==> src/rtl/alu_core.sv <==
// alu_core: sequential execute unit of the KGP-RISC datapath.
// Add/sub/logic/compare finish in one cycle; shifts move one bit per
// clock. Result and flags are registered together and held until the
// next completion, which is announced by a one-cycle done pulse.
//
// Handshake: a request is taken on any rising edge where start=1 and
// busy=0 (the acceptance edge). Operands and opcode are consumed on that
// edge only; start while busy=1 is dropped, never queued. Every accepted
// request yields exactly one done pulse unless reset intervenes. busy is
// low in the done cycle, so start held in that cycle is accepted
// immediately (back-to-back issue).
module alu_core (
    input  logic        clk,
    input  logic        rst,
    input  logic        start,
    input  logic [5:0]  opcode,
    input  logic [31:0] inp1,
    input  logic [31:0] inp2,
    output logic [31:0] result,
    output logic        zero,
    output logic        sign,
    output logic        carry,
    output logic        overflow,
    output logic        busy,
    output logic        done,
    output logic        dbg_state
);

    typedef enum logic [3:0] {
        OP_ADD,
        OP_SUB,
        OP_COMP,
        OP_AND,
        OP_XOR,
        OP_SLT,
        OP_SLL,
        OP_SRL,
        OP_SRA,
        OP_NULL
    } op_t;

    typedef enum logic [1:0] {
        SH_LL,
        SH_RL,
        SH_RA
    } shift_t;

    typedef enum logic {
        ST_IDLE,
        ST_SHIFT
    } state_t;

    state_t      r_state;
    logic [31:0] r_result;
    logic        r_zero;
    logic        r_sign;
    logic        r_carry;
    logic        r_ovf;
    logic        r_busy;
    logic        r_done;
    logic [31:0] r_shreg;
    logic [4:0]  r_cnt;
    shift_t      r_sh_type;

    op_t         w_op;
    logic [4:0]  w_shamt;
    logic        w_is_shift;
    logic        w_start_shift;
    shift_t      w_sh_type;
    logic [31:0] w_neg_b;
    logic [32:0] w_add_sum;
    logic [31:0] w_sub_diff;
    logic        w_add_ovf;
    logic        w_sub_ovf;
    logic        w_slt;
    logic [31:0] w_res;
    logic        w_carry;
    logic        w_ovf;
    logic [31:0] w_shift_next;

    // Opcode decode: the two immediate opcodes win over the funcode table.
    always_comb begin
        w_op = OP_NULL;
        if (opcode == 6'd1) begin
            w_op = OP_ADD;
        end else if (opcode == 6'd5) begin
            w_op = OP_COMP;
        end else begin
            case (opcode[3:0])
                4'd0:        w_op = OP_ADD;
                4'd2:        w_op = OP_COMP;
                4'd3:        w_op = OP_AND;
                4'd4:        w_op = OP_XOR;
                4'd11:       w_op = OP_SUB;
                4'd13:       w_op = OP_SLT;
                4'd6, 4'd8:  w_op = OP_SLL;
                4'd7, 4'd9:  w_op = OP_SRL;
                4'd10, 4'd12: w_op = OP_SRA;
                default:     w_op = OP_NULL;
            endcase
        end
    end

    // Shift amount always comes from the low five bits of operand 2,
    // for both the variable and the shamt encodings.
    assign w_shamt       = inp2[4:0];
    assign w_is_shift    = (w_op == OP_SLL) || (w_op == OP_SRL) || (w_op == OP_SRA);
    assign w_start_shift = w_is_shift && (w_shamt != 5'd0);

    // Shift direction/type captured into the FSM at acceptance.
    always_comb begin
        w_sh_type = SH_LL;
        case (w_op)
            OP_SRL:  w_sh_type = SH_RL;
            OP_SRA:  w_sh_type = SH_RA;
            default: w_sh_type = SH_LL;
        endcase
    end

    // Shared arithmetic: subtraction is inp1 plus the two's complement of
    // inp2; overflow uses the same sign rule on the actual addend.
    assign w_neg_b    = ~inp2 + 32'd1;
    assign w_add_sum  = {1'b0, inp1} + {1'b0, inp2};
    assign w_sub_diff = inp1 + w_neg_b;
    assign w_add_ovf  = (inp1[31] == inp2[31]) && (w_add_sum[31] != inp1[31]);
    assign w_sub_ovf  = (inp1[31] == w_neg_b[31]) && (w_sub_diff[31] != inp1[31]);
    assign w_slt      = $signed(inp1) < $signed(inp2);

    // Single-cycle result and flag selection; a zero-length shift passes
    // inp1 through unchanged.
    always_comb begin
        w_res   = 32'd0;
        w_carry = 1'b0;
        w_ovf   = 1'b0;
        case (w_op)
            OP_ADD: begin
                w_res   = w_add_sum[31:0];
                w_carry = w_add_sum[32];
                w_ovf   = w_add_ovf;
            end
            OP_SUB: begin
                w_res = w_sub_diff;
                w_ovf = w_sub_ovf;
            end
            OP_COMP: w_res = w_neg_b;
            OP_AND:  w_res = inp1 & inp2;
            OP_XOR:  w_res = inp1 ^ inp2;
            OP_SLT:  w_res = {31'd0, w_slt};
            OP_SLL, OP_SRL, OP_SRA: w_res = inp1;
            default: w_res = 32'd0;
        endcase
    end

    // One-bit step of the shift register according to the captured type.
    always_comb begin
        w_shift_next = r_shreg;
        case (r_sh_type)
            SH_LL:   w_shift_next = {r_shreg[30:0], 1'b0};
            SH_RL:   w_shift_next = {1'b0, r_shreg[31:1]};
            SH_RA:   w_shift_next = {r_shreg[31], r_shreg[31:1]};
            default: w_shift_next = r_shreg;
        endcase
    end

    // Control FSM with registered result, flags, busy and done.
    always_ff @(posedge clk or negedge rst) begin
        if (!rst) begin
            r_state   <= ST_IDLE;
            r_result  <= 32'd0;
            r_zero    <= 1'b0;
            r_sign    <= 1'b0;
            r_carry   <= 1'b0;
            r_ovf     <= 1'b0;
            r_busy    <= 1'b0;
            r_done    <= 1'b0;
            r_shreg   <= 32'd0;
            r_cnt     <= 5'd0;
            r_sh_type <= SH_LL;
        end else begin
            r_done <= 1'b0;
            case (r_state)
                ST_IDLE: begin
                    if (start) begin
                        if (w_start_shift) begin
                            r_shreg   <= inp1;
                            r_cnt     <= w_shamt;
                            r_sh_type <= w_sh_type;
                            r_busy    <= 1'b1;
                            r_state   <= ST_SHIFT;
                        end else begin
                            r_result <= w_res;
                            r_zero   <= (w_res == 32'd0);
                            r_sign   <= w_res[31];
                            r_carry  <= w_carry;
                            r_ovf    <= w_ovf;
                            r_done   <= 1'b1;
                        end
                    end
                end
                ST_SHIFT: begin
                    r_shreg <= w_shift_next;
                    r_cnt   <= r_cnt - 5'd1;
                    if (r_cnt == 5'd1) begin
                        r_result <= w_shift_next;
                        r_zero   <= (w_shift_next == 32'd0);
                        r_sign   <= w_shift_next[31];
                        r_carry  <= 1'b0;
                        r_ovf    <= 1'b0;
                        r_done   <= 1'b1;
                        r_busy   <= 1'b0;
                        r_state  <= ST_IDLE;
                    end
                end
                default: r_state <= ST_IDLE;
            endcase
        end
    end

    assign result    = r_result;
    assign zero      = r_zero;
    assign sign      = r_sign;
    assign carry     = r_carry;
    assign overflow  = r_ovf;
    assign busy      = r_busy;
    assign done      = r_done;
    assign dbg_state = (r_state == ST_SHIFT);

endmodule
==> config.mk <==
export PLATFORM = sky130hd
export DESIGN_NAME = alu_core
export DESIGN_NICKNAME = d
export VERILOG_FILES = /design/src/rtl/alu_core.sv
export SDC_FILE = /design/constraint.sdc
export NUM_CORES = 1
export LEC_CHECK = 0
export ABC_AREA = 1
export ABC_CLOCK_PERIOD_IN_PS = 2200
export CORE_ASPECT_RATIO = 1.5
export CORE_MARGIN = 5
export CORE_UTILIZATION = 60
export DETAILED_ROUTE_END_ITERATION = 12
export PLACE_DENSITY = 0.81
export SYNTH_ARGS = -nofsm -noshare
export SYNTH_HDL_FRONTEND = slang
export SYNTH_SLANG_ARGS = --single-unit
export TNS_END_PERCENT = 30
==> constraint.sdc <==
create_clock -name clk -period 2.2 [get_ports clk]
set_clock_uncertainty 0.05 [all_clocks]
set_input_delay 0.66 -clock clk [delete_from_list [all_inputs] [get_ports clk]]
set_output_delay 0.66 -clock clk [all_outputs]
set_load 0.02 [all_outputs]
==> results of run 1 <==
==> stage by stage <==
| step | util (%) | cells | worst slack (ps) | setup TNS [ps] | hold slack, ps |
|---|---|---|---|---|---|
| detailed placement | 87.16 | 2774 | -2558 | -112280 | 425.6 |
| global placement | 87.16 | 2774 | -2403 | -102260 | 414.6 |
| floorplan | - | 1985 | -1100 | -28290 | 314.4 |
==> cells by family after synthesis <==
group                      share of synthesized area [%]
buffers and inverters                              11.64
DFF                                                16.41
adders and majority gates                          11.42
AOI/OAI and AO/OA                                  17.06
xor gates and xnor gates                           1.864
and+or+nand+nor                                    41.60
==> cell usage after synthesis (5+ instances only) <==
| library cell | n | area (sq um) |
|---|---|---|
| nor2_2 | 7 | 43.79 |
| xor2_1 | 25 | 219.0 |
| a22oi_1 | 8 | 60.06 |
| nand2_1 | 562 | 2110 |
| o21ai_0 | 56 | 280.3 |
| nand4_1 | 33 | 206.5 |
| and2_1 | 5 | 31.28 |
| a21oi_1 | 97 | 485.5 |
| buf_2 | 11 | 55.05 |
| nand2_2 | 6 | 37.54 |
| nand3_1 | 182 | 910.9 |
| dfrtp_1 | 77 | 1927 |
| nor2_8 | 5 | 100.1 |
| inv_2 | 8 | 30.03 |
| clkbuf_1 | 24 | 90.09 |
| a31oi_1 | 32 | 200.2 |
| o21a_1 | 5 | 37.54 |
| o221ai_2 | 7 | 105.1 |
| buf_6 | 5 | 56.30 |
| nor3_1 | 23 | 115.1 |
| nor2_1 | 262 | 983.4 |
| o22ai_1 | 12 | 75.07 |
| o221ai_1 | 31 | 271.5 |
| nor2_4 | 6 | 67.56 |
| nor4_1 | 11 | 68.82 |
| inv_1 | 283 | 1062 |
| nand3b_1 | 10 | 75.07 |
| or2_2 | 8 | 50.05 |
| ha_1 | 104 | 1301 |
| o21bai_1 | 9 | 67.56 |
| o211ai_1 | 25 | 187.7 |
==> metrics.csv, run 1 <==
metric,value,unit
Initial Util,61.04,%
CTS-repair resized insts,391,
dpl hpwl,44660,um
Post-synth EDFFs,0,
Buffers on Ports,111,
Last stage,4_1_cts,
CTS H-Tree Depth,3,
io pins,112,
postcts setup bufs,99,
CTS Hold Bufs,0,
"Primary FF master, synth",dfrtp_1,
Max clock buf depth,2,
sequential share of the synthesized area,16.41,%
chip width,124.2,um
synth warn,0,
CTS Sinks,77,
Synth Instances,1985,
First Err,"[ERROR DPL-0038] Utilization greater than 100%, impossible to legalize",
count of state elements after synthesis,77,
Mapped Avg Cell Area,5.916,sq um
"Cell Area, Placed",0.01677,sq mm
Num CTS Buffers,9,
count of different cell masters after synthesis,56,
Placer Congestion,1.253,
placement row count,62,
ys async rst share,100.0,%
outcome,aborted with a tool error,
synthesized cell area,0.01174,sq mm
syn nets,2164,
chip height,181.3,um
CTS root buffer,clkbuf_16,
==> inputs of run 2 (changes only) <==
--- a/config.mk
+++ b/config.mk
@@ -7,11 +7,10 @@
 export LEC_CHECK = 0
 export ABC_AREA = 1
 export ABC_CLOCK_PERIOD_IN_PS = 2200
-export CORE_ASPECT_RATIO = 1.5
 export CORE_MARGIN = 5
-export CORE_UTILIZATION = 60
+export CORE_UTILIZATION = 40
 export DETAILED_ROUTE_END_ITERATION = 12
-export PLACE_DENSITY = 0.81
+export PLACE_DENSITY_LB_ADDON = 0.15
 export SYNTH_ARGS = -nofsm -noshare
 export SYNTH_HDL_FRONTEND = slang
 export SYNTH_SLANG_ARGS = --single-unit
==> run 2 against run 1 <==
Net effect: the flow now finishes, with violations (negative setup slack); synthesized area unchanged; synthesized cell count stayed put.
==> metrics.csv, run 2 <==
metric,value,unit
CTS tree,built,
grt peak-use layer,met2,
# setup viols final,77,
count of different cell masters after synthesis,56,
1st-iter DRT viols,1797,
pre-CTS WS,-2326,ps
core area,0.02886,sq mm
Synth Area in Compound Gates,17.06,%
cell taking the most area after synthesis,nand2_1,
Post-Route WL,60840,um
DR vias/cell,5.549,
most frequent cells in the layout,"buf_4 (546), nand2_1 (446), inv_1 (222)",
vias in the first global route,15660,
Initial Util,40.70,%
Synth Area in XOR/XNOR,1.864,%
Final Non-Filler Cells,3048,
syn nets,2164,
path type of the worst min-delay path,in2async,
Total Power,12.91,mW
CTS Hold Bufs,0,
chip width,181.3,um
peak supply drop,0.4784,mV
drt pass-1 iters,5,
Synth Instances,1985,
synthesized cell area,0.01174,sq mm
Final Slew Violations,0,
placed cells,2942,
Synth Area in Adders,11.42,%
CTS H-Tree Depth,3,
# nets final,2839,
main combinational cell family by area after synthesis,simple AND/OR/NAND/NOR gates,
unrepaired setup endpoints after global routing,true,
# diodes,0,
Yosys top cell area share,17.96,%
outcome,"finished, violations left",
synth warn,0,
first-pass GRT wire length,87940,um
"Primary FF master, synth",dfrtp_1,
CP Class,in2reg,
Final Hold Fails,0,
chip height,181.3,um
met3 usage,6.073,%
violated checks,negative setup slack,
via count,16910,
Max clock buf depth,2,
initial antenna violation count,0,
Area contributors post-synth,"nand2_1 (18%), dfrtp_1 (16%), ha_1 (11%)",
critical path launch point type,input pin,
Max Cap Violations,0,
CTS Sinks,77,
most frequent cells after synthesis,"nand2_1 (562), inv_1 (283), nor2_1 (262)",
setup TNS,-58100,ps
crit path time final,3486,ps
CTS root buffer,clkbuf_16,
met2 GRT Util,53.78,%
Placer Congestion,1.058,
Pwr Density,619.3,mW/mm^2
Avg WL per Cell,19.96,um
hold_ws,282.6,ps
Num CTS Buffers,9,
actual slew at the worst max-slew pin,571.8,ps
P&R area growth vs syn,77.49,%
Final WS setup,-1286,ps
post-route ant nets,0,
Clock Latency Late Sink,340,ps
Final Cycle Share,158.5,%
Die ar.,0.03289,sq mm
Buffers on Ports,111,
sequential share of the synthesized area,16.41,%
Synth Area in Simple Gates,41.60,%
dpl hpwl,48220,um
mux cell area share after synthesis,0,%
grt ovf,0,
Clock transition at path regs,60,ps
CP max FO,5,
most common cell in the netlist,nand2_1,
count of state elements after synthesis,77,
share of post-route cells with drive strength above 1,44.03,%
Max Freq,0.2869,GHz
Leakage Power,10.14,nW
largest net degree at the start of global routing,78,
io pins,112,
slew margin rel.,61.88,%
Tot GR Track Use,33.95,%
WP data arrival,3710,ps
Post-synth EDFFs,0,
Fillers,2360,
Worst setup EP type,register,
Mapped Avg Cell Area,5.916,sq um
"commonest non-fill, non-tap cell in the layout",buf_4,
met1 usage,47.17,%
placement row count,62,
critical path required time,2420,ps
DRC Markers,0,
ys async rst share,100.0,%
-- run 2: cell counts after synthesis --
Identical to the previous run, type by type.
-- run 2: path summary, 6_finish.rpt --
kind	start	to	slack (ps)	depth (start not counted)
worst min-delay path	rst	r_cnt[4]$_DFFE_PN0P_	280	2
worst min register to register	busy$_DFFE_PN0P_	busy$_DFFE_PN0P_	450	2
min in group clk	busy$_DFFE_PN0P_	busy$_DFFE_PN0P_	450	2
worst max register to register	r_sh_type[1]$_DFFE_PN0P_	zero$_DFFE_PN0P_	-180	13
worst max-delay path	inp2[0]	zero$_DFFE_PN0P_	-1290	24
max in group asynchronous	rst	done$_DFF_PN0_	1480	2
-- run 2: cell families after synthesis --
logic type                 Yosys count
xor gates and xnor gates            25
adders and majority gates          106
AOI/OAI and AO/OA                  307
DFF                                 77
buffers and inverters              343
and+or+nand+nor                   1127
-- run 2: metrics by stage --
step                      util, %  cell area, sq um
final                       72.23             20840
after global routing        72.23             20840
after CTS                   67.71             19540
after detailed placement    59.70             17230
after global placement      59.70             17230
after floorplan                 -             11900
-- run 2: power breakdown --
part	leakage (nW)	switching, mW	internal, mW	total [mW]
registers	0.948	0.368	2.07	2.43
clock network	0.129	0.550	0.785	1.33
logic	9.06	5.18	3.96	9.14
total	10.1	6.10	6.81	12.9
-- run 2: critical path: stages --
cell	delay, ps
buf_8	110
inv_8	50
ha_4	130
inv_2	40
nor2_4	140
nand2_4	90
nor2_4	140
buf_6	160
nand3_4	100
xor2_2	180
inv_2	70
ha_4	300
nand4_1	260
nor3_1	270
nand2_1	120
nand3_1	120
nand2_1	50
nand3_1	70
nand2_2	80
nor2_2	100
nand4_1	110
nor2_2	130
nand3_1	100
a21oi_2	120
-- run 2: final cells by class --
class / count / area, sq um / share of cell area, %
Clock buffer: 13 / 250.2 / 1.201
Clock inverter: 2 / 10.01 / 0.04802
Inverter: 296 / 1175 / 5.637
Multi-Input combinational cell: 1565 / 11100 / 53.24
Sequential cell: 77 / 1927 / 9.244
Tap cell: 384 / 480.5 / 2.305
Timing Repair Buffer: 711 / 5904 / 28.33
-- run 2: per-layer routing --
| metal | share of wire [%] | vias up |
|---|---|---|
| met1 | 42 | 7961 |
| met4 | 4.4 | 0 |
| met2 | 44 | 876 |
| met3 | 9.7 | 164 |
| met5 | 0 | - |
| li1 | - | 7912 |
-- run 2: timing repair --
action / 4_1_cts / 5_1_grt
gates resized for setup: 455 / 319
pin swaps: 156 / 148
setup buffers: 70 / 36
endpoints found under the setup margin: 77 / 77
endpoints found under the hold margin: 0 / 0
No activity file was read; power rests on OpenSTA's default activity.
